$ cat src/rtl/branch_redirect_ctrl_pkg.sv
// Shared types for the branch redirect controller: data word, redirect FSM states,
// and the drain-counter reload helper.
package branch_redirect_ctrl_pkg;

  typedef logic        u1;
  typedef logic [63:0] word_t;

  localparam int DRAIN_CNT_W = 4;

  typedef enum logic [1:0] {
    RDR_IDLE,
    RDR_REDIRECT,
    RDR_DRAIN
  } redirect_state_t;

  // Counter reload on accept; a zero-length window never enters DRAIN.
  function automatic logic [DRAIN_CNT_W-1:0] drain_load(input int drain_cycles);
    if (drain_cycles <= 0) return '0;
    return DRAIN_CNT_W'(drain_cycles - 1);
  endfunction

endpackage

$ cat src/rtl/branch_redirect_ctrl_stats.sv
// Saturating statistics counter pair for the redirect controller
// (taken branches seen in IDLE, cycles stalled waiting for fetch accept).
module branch_redirect_ctrl_stats #(
  parameter int CNT_W = 32
) (
  input  logic             clk,
  input  logic             reset_n,
  input  logic             i_inc_branch,
  input  logic             i_inc_stall,
  output logic [CNT_W-1:0] o_branches,
  output logic [CNT_W-1:0] o_stall_cyc
);

  logic [CNT_W-1:0] r_branches;
  logic [CNT_W-1:0] r_stall_cyc;

  always_ff @(posedge clk or negedge reset_n) begin
    if (!reset_n) begin
      r_branches  <= '0;
      r_stall_cyc <= '0;
    end else begin
      if (i_inc_branch && (r_branches != '1))
        r_branches <= r_branches + CNT_W'(1);
      if (i_inc_stall && (r_stall_cyc != '1))
        r_stall_cyc <= r_stall_cyc + CNT_W'(1);
    end
  end

  assign o_branches  = r_branches;
  assign o_stall_cyc = r_stall_cyc;

endmodule

$ cat src/rtl/branch_redirect_ctrl.sv
// Turns a taken branch from EX into IF/ID flushes, a registered redirect-PC handshake
// to fetch and a post-accept drain window. REDIRECT_STATS_EN adds statistics counters.
//
//   state        | meaning
//   RDR_IDLE     | no redirect in flight; take acted on here
//   RDR_REDIRECT | redirect_pc offered to fetch, waiting for redirect_ready
//   RDR_DRAIN    | accepted; flush_if held to discard stale fetch responses
module branch_redirect_ctrl
  import branch_redirect_ctrl_pkg::*;
#(
  parameter int DRAIN_CYCLES = 1,
  parameter int CNT_W        = 32
) (
  input  logic              clk,
  input  logic              reset_n,
  input  logic              ex_valid,
  input  logic              ex_stall,
  input  logic              ex_branch_enable,
  input  logic [63:0]       ex_target,
  output logic              redirect_valid,
  output logic [63:0]       redirect_pc,
  input  logic              redirect_ready,
  output logic              flush_if,
  output logic              flush_id,
  output logic              busy
`ifdef REDIRECT_STATS_EN
  ,
  output logic [CNT_W-1:0]  stat_branches,
  output logic [CNT_W-1:0]  stat_stall_cyc
`endif
);

  redirect_state_t         r_state;
  redirect_state_t         w_state_nxt;
  logic [DRAIN_CNT_W-1:0]  r_drain_cnt;
  logic [DRAIN_CNT_W-1:0]  w_drain_cnt_nxt;
  logic [63:0]             r_redirect_pc;
  logic                    r_redirect_valid;
  logic                    w_take;
  logic                    w_latch_pc;

  assign w_take = ex_valid & ex_branch_enable & ~ex_stall;

  always_comb begin
    w_state_nxt     = r_state;
    w_drain_cnt_nxt = r_drain_cnt;
    w_latch_pc      = 1'b0;
    flush_if        = 1'b0;
    flush_id        = 1'b0;
    case (r_state)
      RDR_IDLE: begin
        if (w_take) begin
          flush_if    = 1'b1;
          flush_id    = 1'b1;
          w_latch_pc  = 1'b1;
          w_state_nxt = RDR_REDIRECT;
        end
      end
      RDR_REDIRECT: begin
        flush_if = 1'b1;
        if (redirect_ready) begin
          if (DRAIN_CYCLES == 0) begin
            w_state_nxt = RDR_IDLE;
          end else begin
            w_state_nxt     = RDR_DRAIN;
            w_drain_cnt_nxt = drain_load(DRAIN_CYCLES);
          end
        end
      end
      RDR_DRAIN: begin
        flush_if = 1'b1;
        if (r_drain_cnt == '0)
          w_state_nxt = RDR_IDLE;
        else
          w_drain_cnt_nxt = r_drain_cnt - DRAIN_CNT_W'(1);
      end
      default: begin
        w_state_nxt     = RDR_IDLE;
        w_drain_cnt_nxt = '0;
      end
    endcase
  end

  always_ff @(posedge clk or negedge reset_n) begin
    if (!reset_n) begin
      r_state          <= RDR_IDLE;
      r_drain_cnt      <= '0;
      r_redirect_pc    <= '0;
      r_redirect_valid <= 1'b0;
    end else begin
      r_state          <= w_state_nxt;
      r_drain_cnt      <= w_drain_cnt_nxt;
      r_redirect_valid <= (w_state_nxt == RDR_REDIRECT);
      if (w_latch_pc)
        r_redirect_pc <= ex_target;
    end
  end

  assign redirect_valid = r_redirect_valid;
  assign redirect_pc    = r_redirect_pc;
  assign busy           = (r_state != RDR_IDLE);

`ifdef REDIRECT_STATS_EN
  logic w_inc_branch;
  logic w_inc_stall;

  assign w_inc_branch = w_take & (r_state == RDR_IDLE);
  assign w_inc_stall  = (r_state == RDR_REDIRECT) & ~redirect_ready;

  branch_redirect_ctrl_stats #(
    .CNT_W (CNT_W)
  ) u_redirect_stats (
    .clk          (clk),
    .reset_n      (reset_n),
    .i_inc_branch (w_inc_branch),
    .i_inc_stall  (w_inc_stall),
    .o_branches   (stat_branches),
    .o_stall_cyc  (stat_stall_cyc)
  );
`endif

`ifndef SYNTHESIS
  // Flushing keeps wrong-path work out of EX, so a take while busy is a front-end bug.
  a_no_take_busy: assert property (@(posedge clk) disable iff (!reset_n)
    !(w_take && (r_state != RDR_IDLE)));
  a_cfg: assert property (@(posedge clk)
    (DRAIN_CYCLES >= 0) && (DRAIN_CYCLES <= 15) && (CNT_W > 0));
`endif

endmodule

$ cat config.mk
export PLATFORM = sky130hd
export DESIGN_NAME = branch_redirect_ctrl
export DESIGN_NICKNAME = d
export VERILOG_FILES = /design/src/rtl/branch_redirect_ctrl_pkg.sv /design/src/rtl/branch_redirect_ctrl_stats.sv /design/src/rtl/branch_redirect_ctrl.sv
export SDC_FILE = /design/constraint.sdc
export NUM_CORES = 1
export LEC_CHECK = 0
export ABC_AREA = 1
export BUFFER_PORTS_ARGS = -buffer_cell sky130_fd_sc_hd__buf_2
export CORE_UTILIZATION = 35
export DETAILED_ROUTE_END_ITERATION = 10
export REMOVE_ABC_BUFFERS = 1
export SYNTH_ARGS = -nofsm -noshare
export SYNTH_HDL_FRONTEND = slang
export SYNTH_HIERARCHICAL = 1
export SYNTH_SLANG_ARGS = --single-unit
$ cat constraint.sdc
create_clock -name clk -period 1.67 [get_ports clk]
set_input_delay 0.334 -clock clk [delete_from_list [all_inputs] [get_ports clk]]
set_output_delay 0.334 -clock clk [all_outputs]
set_load 0.05 [all_outputs]
==> results of run 1 <==
worst max-delay path: cells and delay by family (launching register included):
family | cells | cell delay (ns)
AOI/OAI and AO/OA | 1 | 0.14
DFF | 1 | 0.41
adders and majority gates | 1 | 0.18
buffers and inverters | 3 | 0.39
power by group:
group	switching (mW)	internal, mW
clock network	0.661	0.997
registers	0.436	2.54
logic	4.11	1.31
metal layers:
layer  vias up  track usage (%)
met1      1183             19.4
li1       1321                -
met4         0             8.59
met3        13             4.80
met2       106             26.0
met5         -                0
registers in the layout (all words and copies together), names as in the netlist:
register / cells
redirect_pc: 64
r_state: 2
r_drain_cnt: 4
redirect_valid: 1
timing repair:
action,4_1_cts,5_1_grt
hold buffers,1,0
gates resized for setup,10,8
buffers inserted,14,0
endpoints found under the setup margin,3,51
endpoints found under the hold margin,27,0
pin swaps,3,1
layout by cell type, fill, tap and decap left out:
| master | instances |
|---|---|
| ha_2 | 1 |
| clkinv_4 | 1 |
| or2_2 | 1 |
| clkinv_2 | 1 |
| inv_6 | 1 |
| o21a_1 | 1 |
| o21ai_0 | 4 |
| bufinv_16 | 3 |
| buf_8 | 3 |
| buf_2 | 133 |
| inv_1 | 10 |
| a21oi_1 | 2 |
| ha_4 | 1 |
| clkinvlp_4 | 1 |
| buf_4 | 20 |
| nand4_1 | 1 |
| inv_4 | 1 |
| buf_6 | 1 |
| buf_12 | 1 |
| nand3_1 | 7 |
| nand2_1 | 210 |
| ha_1 | 4 |
| inv_2 | 3 |
| dlygate4sd3_1 | 1 |
| clkbuf_8 | 9 |
| nor2_1 | 3 |
| dfrtp_1 | 71 |
kinds of logic after synthesis:
kind of cell | after synthesis
AOI/OAI and AO/OA | 7
adders and majority gates | 6
buffers and inverters | 28
DFF | 71
and+or+nand+nor | 222
per-stage QoR:
stage          utilization [%]  cell area, sq um  hold WS, ns  setup WS, ns  total power [mW]
2_1_floorplan                -              2790       0.0384         -2.57              6.92
3_3_place_gp              46.6              3680        0.289        0.0863              8.14
3_5_place_dp              46.6              3680        0.292        0.0215              8.21
4_1_cts                   51.6              4070        0.160        -0.114              10.1
5_1_grt                   51.7              4080        0.169        -0.210              10.6
6_report                  51.7              4080        0.179        -0.129              10.1
final cells by class:
cell class,instances,area (sq um)
fillers,765,3810
flip-flops and latches,71,1780
multi-input cells,235,975
repair buffers,159,902
well taps,102,128
clock inverters,7,120
inverters,14,55.1
clock buffers,9,124
path summary, 6_finish.rpt:
path / from / to / slack (ns) / cells after the start
min: ex_target[20] / redirect_pc[20]$_DFFE_PN0P_ / 0.18 / 3
max reg2reg: r_state[0]$_DFF_PN0_ / redirect_valid$_DFF_PN0_ / -0.12 / 13
max: r_state[0]$_DFF_PN0_ / flush_if / -0.13 / 5
min reg2reg: redirect_pc[38]$_DFFE_PN0P_ / redirect_pc[38]$_DFFE_PN0P_ / 0.48 / 2
min in group asynchronous: reset_n / redirect_pc[63]$_DFFE_PN0P_ / 0.45 / 2
max in group asynchronous: reset_n / redirect_pc[1]$_DFFE_PN0P_ / 0.68 / 3
==> results.md, run 1 <==
- Largest net degree at the start of global routing: 34
- CTS tree: done
- Post-DR wirelength/cell: 11.6 um
- Max_cap viols: 0
- Met3 wire length: 539 um
- Antenna Cells: 0
- Pleak: 2.41 nW
- Failing checks: negative setup slack
- CP Capture Type: output pin
- H-tree depth: 3
- Die width: 93.4 um
- Cells after DPL: 567
- GRT Overall Usage: 16.1%
- CP Cell Sequence: buf_4, ha_2, inv_1, o21a_1, buf_6
- Post-synth EDFFs: 0
- Clock sinks: 71
- Vias in the first global route: 2516
- DR DRC count: 0
- Most frequent cell after synthesis: nand2_1
- Synth Instances: 334
- Post-Synth Adder-Cell Area: 2.57%
- Synth top area share: 60.8%
- # setup viols final: 4
- Vias per inst: 4.39
- Starting Density: 37.1%
- Slew headroom: 73.7%
- CP Class: reg2out
- Pwr/cell area: 2470 nW/um^2
- Hold Path Class: in2reg
- Clock Tree Buf Depth: 2
- M1 WL: 3040 um
- DRT Pass-1 Iters: 4
- Number of failing hold endpoints at the final stage: 0
- Ys async rst share: 100%
- Unique masters post-synth: 15
- Max Freq: 0.556 GHz
- CORE AREA: 7890 sq um
- Combinational family with the most area after synthesis: simple AND/OR/NAND/NOR gates
- Top FF cell, synth: dfrtp_1
- CP startpoint kind: register
- Post-Synth Simple-Gate Area: 29.0%
- Fin. max-slew vios: 0
- Top cells by count, synth: 210 x nand2_1, 71 x dfrtp_1, 13 x inv_1
- DPL Wire Length: 4780 um
- Final nets: 566
- Via count: 2623
- Critical Path Fanout Max: 2
- Worst IR drop on VDD: 0.00106 V
- Total gr overflow: 0
- RSZ-0062 raised after global routing: yes
- Row cnt: 32
- Layout Cells excl Fill: 597
- Worst Skew: 0.00645 ns
- ANT nets after route: 0
- Max incr delay on CP: 0.41 ns
- Mux share of post-synthesis cell area: 0%
- Complex-gate fraction of the synthesized area: 1.28%
- Top Layer Used: met4
- Num CTS Buffers: 9
- IO Port Bufs: 137
- Initial antenna violation count: 0
- First-pass GRT wire length: 10900 um
- Routability congestion estimate: 0.716
- Met2 Routed Length: 3220 um
- FF+latch count, synth: 71
- Status: finished, violations left
- Die Span Y: 93.4 um
- Tmin final: 1.80 ns
- Crit-path slowest cell: dfrtp_1
- Arrival @ worst endpoint: 1.46 ns
- Share of cells above drive strength 1: 36.6%
- Initial detailed-routing violation count: 89
- Layout area overhead: 39.6%
- Top cells by area, synth: dfrtp_1 61%, nand2_1 27%, buf_6 3.5%, ha_1 2.6%, inv_1 1.7%
- Least-Margin Pin Slew: 0.395 ns
- WP data required: 1.34 ns
- I/O pin count: 138
- Mapped cell area: 2920 sq um
- Setup slack after layout: -0.129 ns
- Post-synthesis xor/xnor area fraction: 0%
- Clk_lat worst skew: 0.34 ns
- Die area: 8720 sq um
- Final worst-path cycle share: 108%
- Setup tns final: -0.315 ns
- Final wirelength: 6920 um
- Syn Area/Cell: 8.75 sq um
- Leading area contributor after synthesis: dfrtp_1
- Synth Warn #: 6
- Sequential area share after synthesis: 60.8%
- Root Buffer: clkbuf_8
- CTS clock-pin slew for the worst setup and hold paths: 0.08 ns
Note: power is estimated with default switching activity, not from simulation.
==> run 2: changes to the inputs <==
RECOVER_POWER = 25   (was default)
==> run 2 against run 1 <==
  * The flow still finishes with violations (negative setup slack)
  * Via count about the same
  * Total power about the same
  * Combinational power about the same
  * Setup slack improved by 0.00084 ns
  * Final cell count unchanged
  * Hold slack improved by 0.0010 ns
  * Clock power about the same
  * Clock skew about the same
  * Largest power group unchanged
  * Highest routed layer unchanged
==> results.md, run 2 (synthesis gave the netlist of run 1 again) <==
- DRT Pass-1 Iters: 4 (unchanged)
- Total power: 10.1 mW (about the same)
- Combinational power share: 53.9% (about the same)
- IO Port Bufs: 137 (unchanged)
- Final Util: 51.5% (-0.19 points)
- CP startpoint kind: register
- Failing checks: negative setup slack
- Max_cap viols: 0 (unchanged)
- H-tree depth: 3 (unchanged)
- Root Buffer: clkbuf_8
- Arrival @ worst endpoint: 1.46 ns (about the same)
- First-pass GRT wire length: 10900 um (unchanged)
- CP Capture Type: output pin
- Hold Crit Depth: 3 (unchanged)
- Initial detailed-routing violation count: 86 (-3.4%)
- Critical path origin: r_state[0]$_DFF_PN0_
- Pleak: 2.41 nW (-0.23%)
- CTS clock-pin slew for the worst setup and hold paths: 0.08 ns (about the same)
- Final nets: 566 (unchanged)
- CTS tree: done
- Final worst-path cycle share: 108% (about the same)
- Pwr/cell area: 2470 nW/um^2 (+0.29%)
- Layout Cells excl Fill: 597 (unchanged)
- Hold Path Class: in2reg
- Share of cells above drive strength 1: 36.6% (unchanged)
- Crit path depth: 5 (unchanged)
- Vias in the first global route: 2516 (unchanged)
- Max reg flops: 64 (unchanged)
- Crit-path slowest cell: dfrtp_1
- DPL Wire Length: 4780 um (unchanged)
- Clock sinks: 71 (unchanged)
- Cell Area, Placed: 3680 sq um (unchanged)
- Worst Reg-to-Reg Cells: 13 (unchanged)
- Via count: 2625 (+0.076%)
- Reg2reg start: r_state[0]$_DFF_PN0_
- Num CTS Buffers: 9 (unchanged)
- CP Cell Sequence: buf_4, ha_2, inv_1, o21a_1, buf_6
- Worst IR drop on VDD: 0.00106 V (about the same)
- Max Freq: 0.556 GHz (about the same)
- Seq pwr share: 29.6% (about the same)
- NetSw: 5.21 mW (about the same)
- Post-DR wirelength/cell: 11.6 um (-0.10%)
- Cell family with most CP delay: flip-flops
- Number of failing hold endpoints at the final stage: 0 (unchanged)
- Critical Path Fanout Max: 2 (unchanged)
- RSZ-0062 raised after global routing: yes
- Clock Tree Buf Depth: 2 (unchanged)
- Most frequent cells in the layout: 210 x nand2_1, 133 x buf_2, 71 x dfrtp_1
- Slew headroom: 50.8% (-23 points)
- Cell-internal power: 4.85 mW (about the same)
- # setup viols final: 4 (unchanged)
- Sum of buffers and inverters on the critical path: 3 (unchanged)
- Starting Density: 37.1% (unchanged)
- Routability congestion estimate: 0.716 (unchanged)
- Fin. max-slew vios: 0 (unchanged)
- GRT Overall Usage: 16.1% (unchanged)
- I/O pin count: 138 (unchanged)
- Least-Margin Pin Slew: 0.738 ns (+0.343 ns)
- Reg-to-reg critical path endpoint: redirect_valid$_DFF_PN0_
- Total gr overflow: 0 (unchanged)
- CORE AREA: 7890 sq um (unchanged)
- Most common cell after layout, fill and taps aside: nand2_1
- Cells after DPL: 567 (unchanged)
- Initial antenna violation count: 0 (unchanged)
- Tmin final: 1.80 ns (-0.000838 ns)
- ANT nets after route: 0 (unchanged)
- Max incr delay on CP: 0.41 ns (about the same)
- Antenna Cells: 0 (unchanged)
- DR DRC count: 0 (unchanged)
- Fin area: 4070 sq um (-0.37%)
- Critical path capture point: flush_if
- Clk_lat worst skew: 0.34 ns (about the same)
- R2r setup slk: -0.12 ns (about the same)
- WP data required: 1.34 ns (about the same)
- Die width: 93.4 um (unchanged)
- Die Span Y: 93.4 um (unchanged)
- Setup slack after layout: -0.128 ns (+0.000838 ns)
- Die area: 8720 sq um (unchanged)
- Share of power burned in the clock network: 16.4% (about the same)
- Row cnt: 32 (unchanged)
- Vias per inst: 4.40 (about the same)
- Largest net degree at the start of global routing: 34 (unchanged)
- CP Class: reg2out
- Switch share: 51.8% (about the same)
- Status: finished, violations left
- Worst Skew: 0.00688 ns (+0.000429 ns)
- Layout area overhead: 39.1%
- Final wirelength: 6910 um (-0.10%)
## run 2: cell types whose count changed in the layout (fill, tap and decap cells not counted), sizes merged
cell	before	now
buf	158	156
clkbuf	9	11
## run 2: worst min-delay path, delay by kind of cell
family	cells	cell delay [ns]
buffers and inverters	1	0.07
and+or+nand+nor	2	0.08
## run 2: cell type report
cell class / count / area, sq um
Multi-Input combinational cell: 235 / 975
Fill cell: 768 / 3820
Timing Repair Buffer: 159 / 887
Inverter: 14 / 55.1
Clock buffer: 9 / 124
Sequential cell: 71 / 1780
Tap cell: 102 / 128
Clock inverter: 7 / 120
## run 2: how the worst min path moves through the flow
| stage | from | endpoint | slack, ns |
|---|---|---|---|
| detailed placement | reset_n | redirect_pc[11]$_DFFE_PN0P_ | 0.29 |
| global placement | reset_n | redirect_pc[63]$_DFFE_PN0P_ | 0.29 |
| finish | ex_target[20] | redirect_pc[20]$_DFFE_PN0P_ | 0.18 |
| CTS | ex_target[2] | redirect_pc[2]$_DFFE_PN0P_ | 0.16 |
| floorplan | reset_n | r_drain_cnt[0]$_DFFE_PN0P_ | 0.04 |
| global route | ex_target[41] | redirect_pc[41]$_DFFE_PN0P_ | 0.17 |
## run 2: repair_timing
item	in CTS	in global routing
hold buffers	1	0
buffers inserted	14	0
endpoints found under the hold margin	27	0
pin swaps	3	1
endpoints found under the setup margin	3	51
gates resized for setup	10	8
## run 2: per-stage QoR
stage               setup slack [ns]  TNS [ns]  hold WS [ns]
finish                        -0.128    -0.314         0.180
global route                  -0.210     -2.35         0.169
CTS                           -0.114    -0.241         0.160
detailed placement            0.0215         0         0.292
global placement              0.0863         0         0.289
floorplan                      -2.57   -133.86        0.0384
## run 2: power groups by stage
stage	clock (mW)	sequential (mW)	combinational (mW)
2_1_floorplan	0	5.75	1.17
3_3_place_gp	0	2.99	5.15
3_5_place_dp	0	2.99	5.22
4_1_cts	1.71	2.98	5.41
5_1_grt	1.78	3.07	5.77
6_report	1.65	2.98	5.42
## run 2: routing by layer
| metal | part of all wire, % | global-route usage, % |
|---|---|---|
| met5 | 0 | 0 |
| met4 | 2.0 | 8.59 |
| met3 | 7.8 | 4.80 |
| met2 | 46 | 26.0 |
| met1 | 44 | 19.4 |
==> run 3: changes to the inputs <==
CELL_PAD_IN_SITES_DETAIL_PLACEMENT = 1   (was default)
CELL_PAD_IN_SITES_GLOBAL_PLACEMENT = 2   (was default)
CORE_UTILIZATION = 27   (was 35)
PLACE_DENSITY_LB_ADDON = 0.1   (was default)
SLEW_MARGIN = 20   (was default)
clock period = 2.2 ns   (was 1.67 ns; I/O delays follow)
==> run 3 against run 2 <==
  * Non-clock buffer count shrank 17
  * Highest routed layer unchanged
  * Critical endpoint is now flush_id
  * Clock skew grew 0.0031 ns
  * The run ends with max-capacitance violations left
  * Hold slack gained 0.11 ns
==> results.md, run 3 (synthesis gave the netlist of run 1 again) <==
- Status: finished, violations left
- Failing checks: max-capacitance violations
- Pleak: 2.32 nW (-3.7%)
- Most frequent cells in the layout: 210 x nand2_1, 135 x buf_2, 71 x dfrtp_1
- GRT Overall Usage: 14.9% (-1.3 points)
- Row cnt: 37 (+16%)
- Total gr overflow: 0 (unchanged)
- Antenna Cells: 0 (unchanged)
- Via count: 2579 (-1.8%)
- Post-place setup slack: 0.312 ns (+0.291 ns)
- Clk_lat worst skew: 0.34 ns (about the same)
- IO Port Bufs: 137 (unchanged)
- Share of cells above drive strength 1: 32.9% (-3.7 points)
- Worst IR drop on VDD: 0.000631 V (-41%)
- CTS resizes: 0 (-10)
- Fin. max-slew vios: 0 (unchanged)
- Hold_sp: ex_target[27]
- Final worst-path cycle share: 95.2%
- DR DRC count: 0 (unchanged)
- Die area: 11200 sq um (+29%)
- Cell Area, Placed: 3700 sq um (+0.54%)
- Final nets: 549 (-3.0%)
- Largest net degree at the start of global routing: 48 (+41%)
- CP Class: reg2out
- Starting Density: 28.1% (-9.0 points)
- Number of failing hold endpoints at the final stage: 0 (unchanged)
- Critical path origin: r_state[0]$_DFF_PN0_
- Vias per inst: 4.21 (-4.3%)
- Crit-path slowest cell: dfrtp_1
- Slew headroom: 0.416% (-50 points)
- Die Span Y: 106 um (+14%)
- First-pass GRT wire length: 12900 um (+18%)
- Die width: 106 um (+14%)
- Pwr/cell area: 1900 nW/um^2 (-23%)
- Sum of buffers and inverters on the critical path: 3 (unchanged)
- RSZ-0062 raised after global routing: no
- Most common cell after layout, fill and taps aside: nand2_1
- Setup slack after layout: 0.107 ns (+0.235 ns)
- ANT nets after route: 0 (unchanged)
- Max Freq: 0.478 GHz
- Least-Margin Pin Slew: 1.49 ns (+0.756 ns)
- Max reg flops: 64 (unchanged)
- Hold Path Class: in2reg
- CTS clock-pin slew for the worst setup and hold paths: 0.08 ns (about the same)
- Fin area: 3930 sq um (-3.3%)
- Clock sinks: 71 (unchanged)
- Vias in the first global route: 2624 (+4.3%)
- DRT Pass-1 Iters: 4 (unchanged)
- I/O pin count: 138 (unchanged)
- Max incr delay on CP: 0.41 ns (about the same)
- Hold slack: 0.287 ns (+0.107 ns)
- Tmin final: 2.09 ns
- Routability congestion estimate: 0.686 (-4.1%)
- Multi-input logic area: 960 sq um (-1.5%)
- Arrival @ worst endpoint: 1.65 ns (+0.19 ns)
- Worst Skew: 0.00996 ns (+0.00307 ns)
- Root Buffer: clkbuf_8
- CTS tree: done
- Num CTS Buffers: 9 (unchanged)
- # setup viols final: 0 (-4)
- Final wirelength: 7970 um (+15%)
- Clock Tree Buf Depth: 2 (unchanged)
- WP data required: 1.76 ns (+0.42 ns)
- Post-CTS Setup Bufs: 0 (-14)
- H-tree depth: 3 (unchanged)
- Max_cap viols: 1 (+1)
- Initial antenna violation count: 0 (unchanged)
- CORE AREA: 10400 sq um (+32%)
- Fill cell count: 1308 (+70%)
- FF+latch area: 1780 sq um (unchanged)
- Initial detailed-routing violation count: 86 (unchanged)
- Critical Path Fanout Max: 4 (+2)
- Cts hold-fix bufs: 0 (-1)
- Reg2reg start: r_state[0]$_DFF_PN0_
- Post-DR wirelength/cell: 13.0 um (+12%)
- DPL Wire Length: 5650 um (+18%)
- Cell family with most CP delay: buffers and inverters
- CP startpoint kind: register
- Layout area overhead: 34.5%
- CP Capture Type: output pin
- CP Cell Sequence: inv_1, ha_1, nand4_1, inv_2, buf_2
-- run 3: changes by cell type in the layout (fill, tap and decap cells not counted), sizes merged --
cell         before  now
buf             156  140
clkbuf           11   12
clkinv            2    0
dlygate4sd3       1    0
-- run 3: worst paths after layout --
path                                          endpoint  slack, ns  cells after the start
max reg2reg                 redirect_pc[6]$_DFFE_PN0P_       0.34                      7
max                                           flush_id       0.11                      5
max in group asynchronous  redirect_pc[31]$_DFFE_PN0P_       0.82                      2
min reg2reg                redirect_pc[19]$_DFFE_PN0P_       0.48                      2
min                        redirect_pc[27]$_DFFE_PN0P_       0.29                      3
min in group asynchronous  redirect_pc[24]$_DFFE_PN0P_       0.45                      1
-- run 3: report_power, final --
group          switching [mW]  internal (mW)
Sequential              0.326           1.93
Combinational            3.10          0.860
Clock                   0.493          0.752
-- run 3: final cells by class --
cell class	count	area share, %
Timing Repair Buffer	142	18.8
Inverter	14	1.34
Clock inverter	5	2.71
Tap cell	136	4.33
Sequential cell	71	45.2
Multi-Input combinational cell	235	24.4
Clock buffer	10	3.25
-- run 3: metal layers --
metal	GRT usage, %	wire (um)	up-vias
met3	4.05	541	11
met1	19.0	3510	1208
met4	6.25	128	0
li1	-	-	1277
met5	0	0	-
met2	23.7	3790	83
-- run 3: metrics by stage --
step / utilization (%) / instances / TNS, ns / total power, mW
2_1_floorplan: - / 320 / -98.03 / 5.25
3_3_place_gp: 35.5 / 598 / 0 / 6.23
3_5_place_dp: 35.5 / 598 / 0 / 6.29
4_1_cts: 37.7 / 613 / 0 / 7.58
5_1_grt: 37.7 / 613 / 0 / 7.95
6_report: 37.7 / 613 / 0 / 7.46
-- run 3: worst reg2reg max path: cells and delay by family (launching register included) --
kind / cells / cell delay [ns]
and+or+nand+nor: 3 / 0.33
adders and majority gates: 1 / 0.23
DFF: 1 / 0.38
buffers and inverters: 3 / 0.88
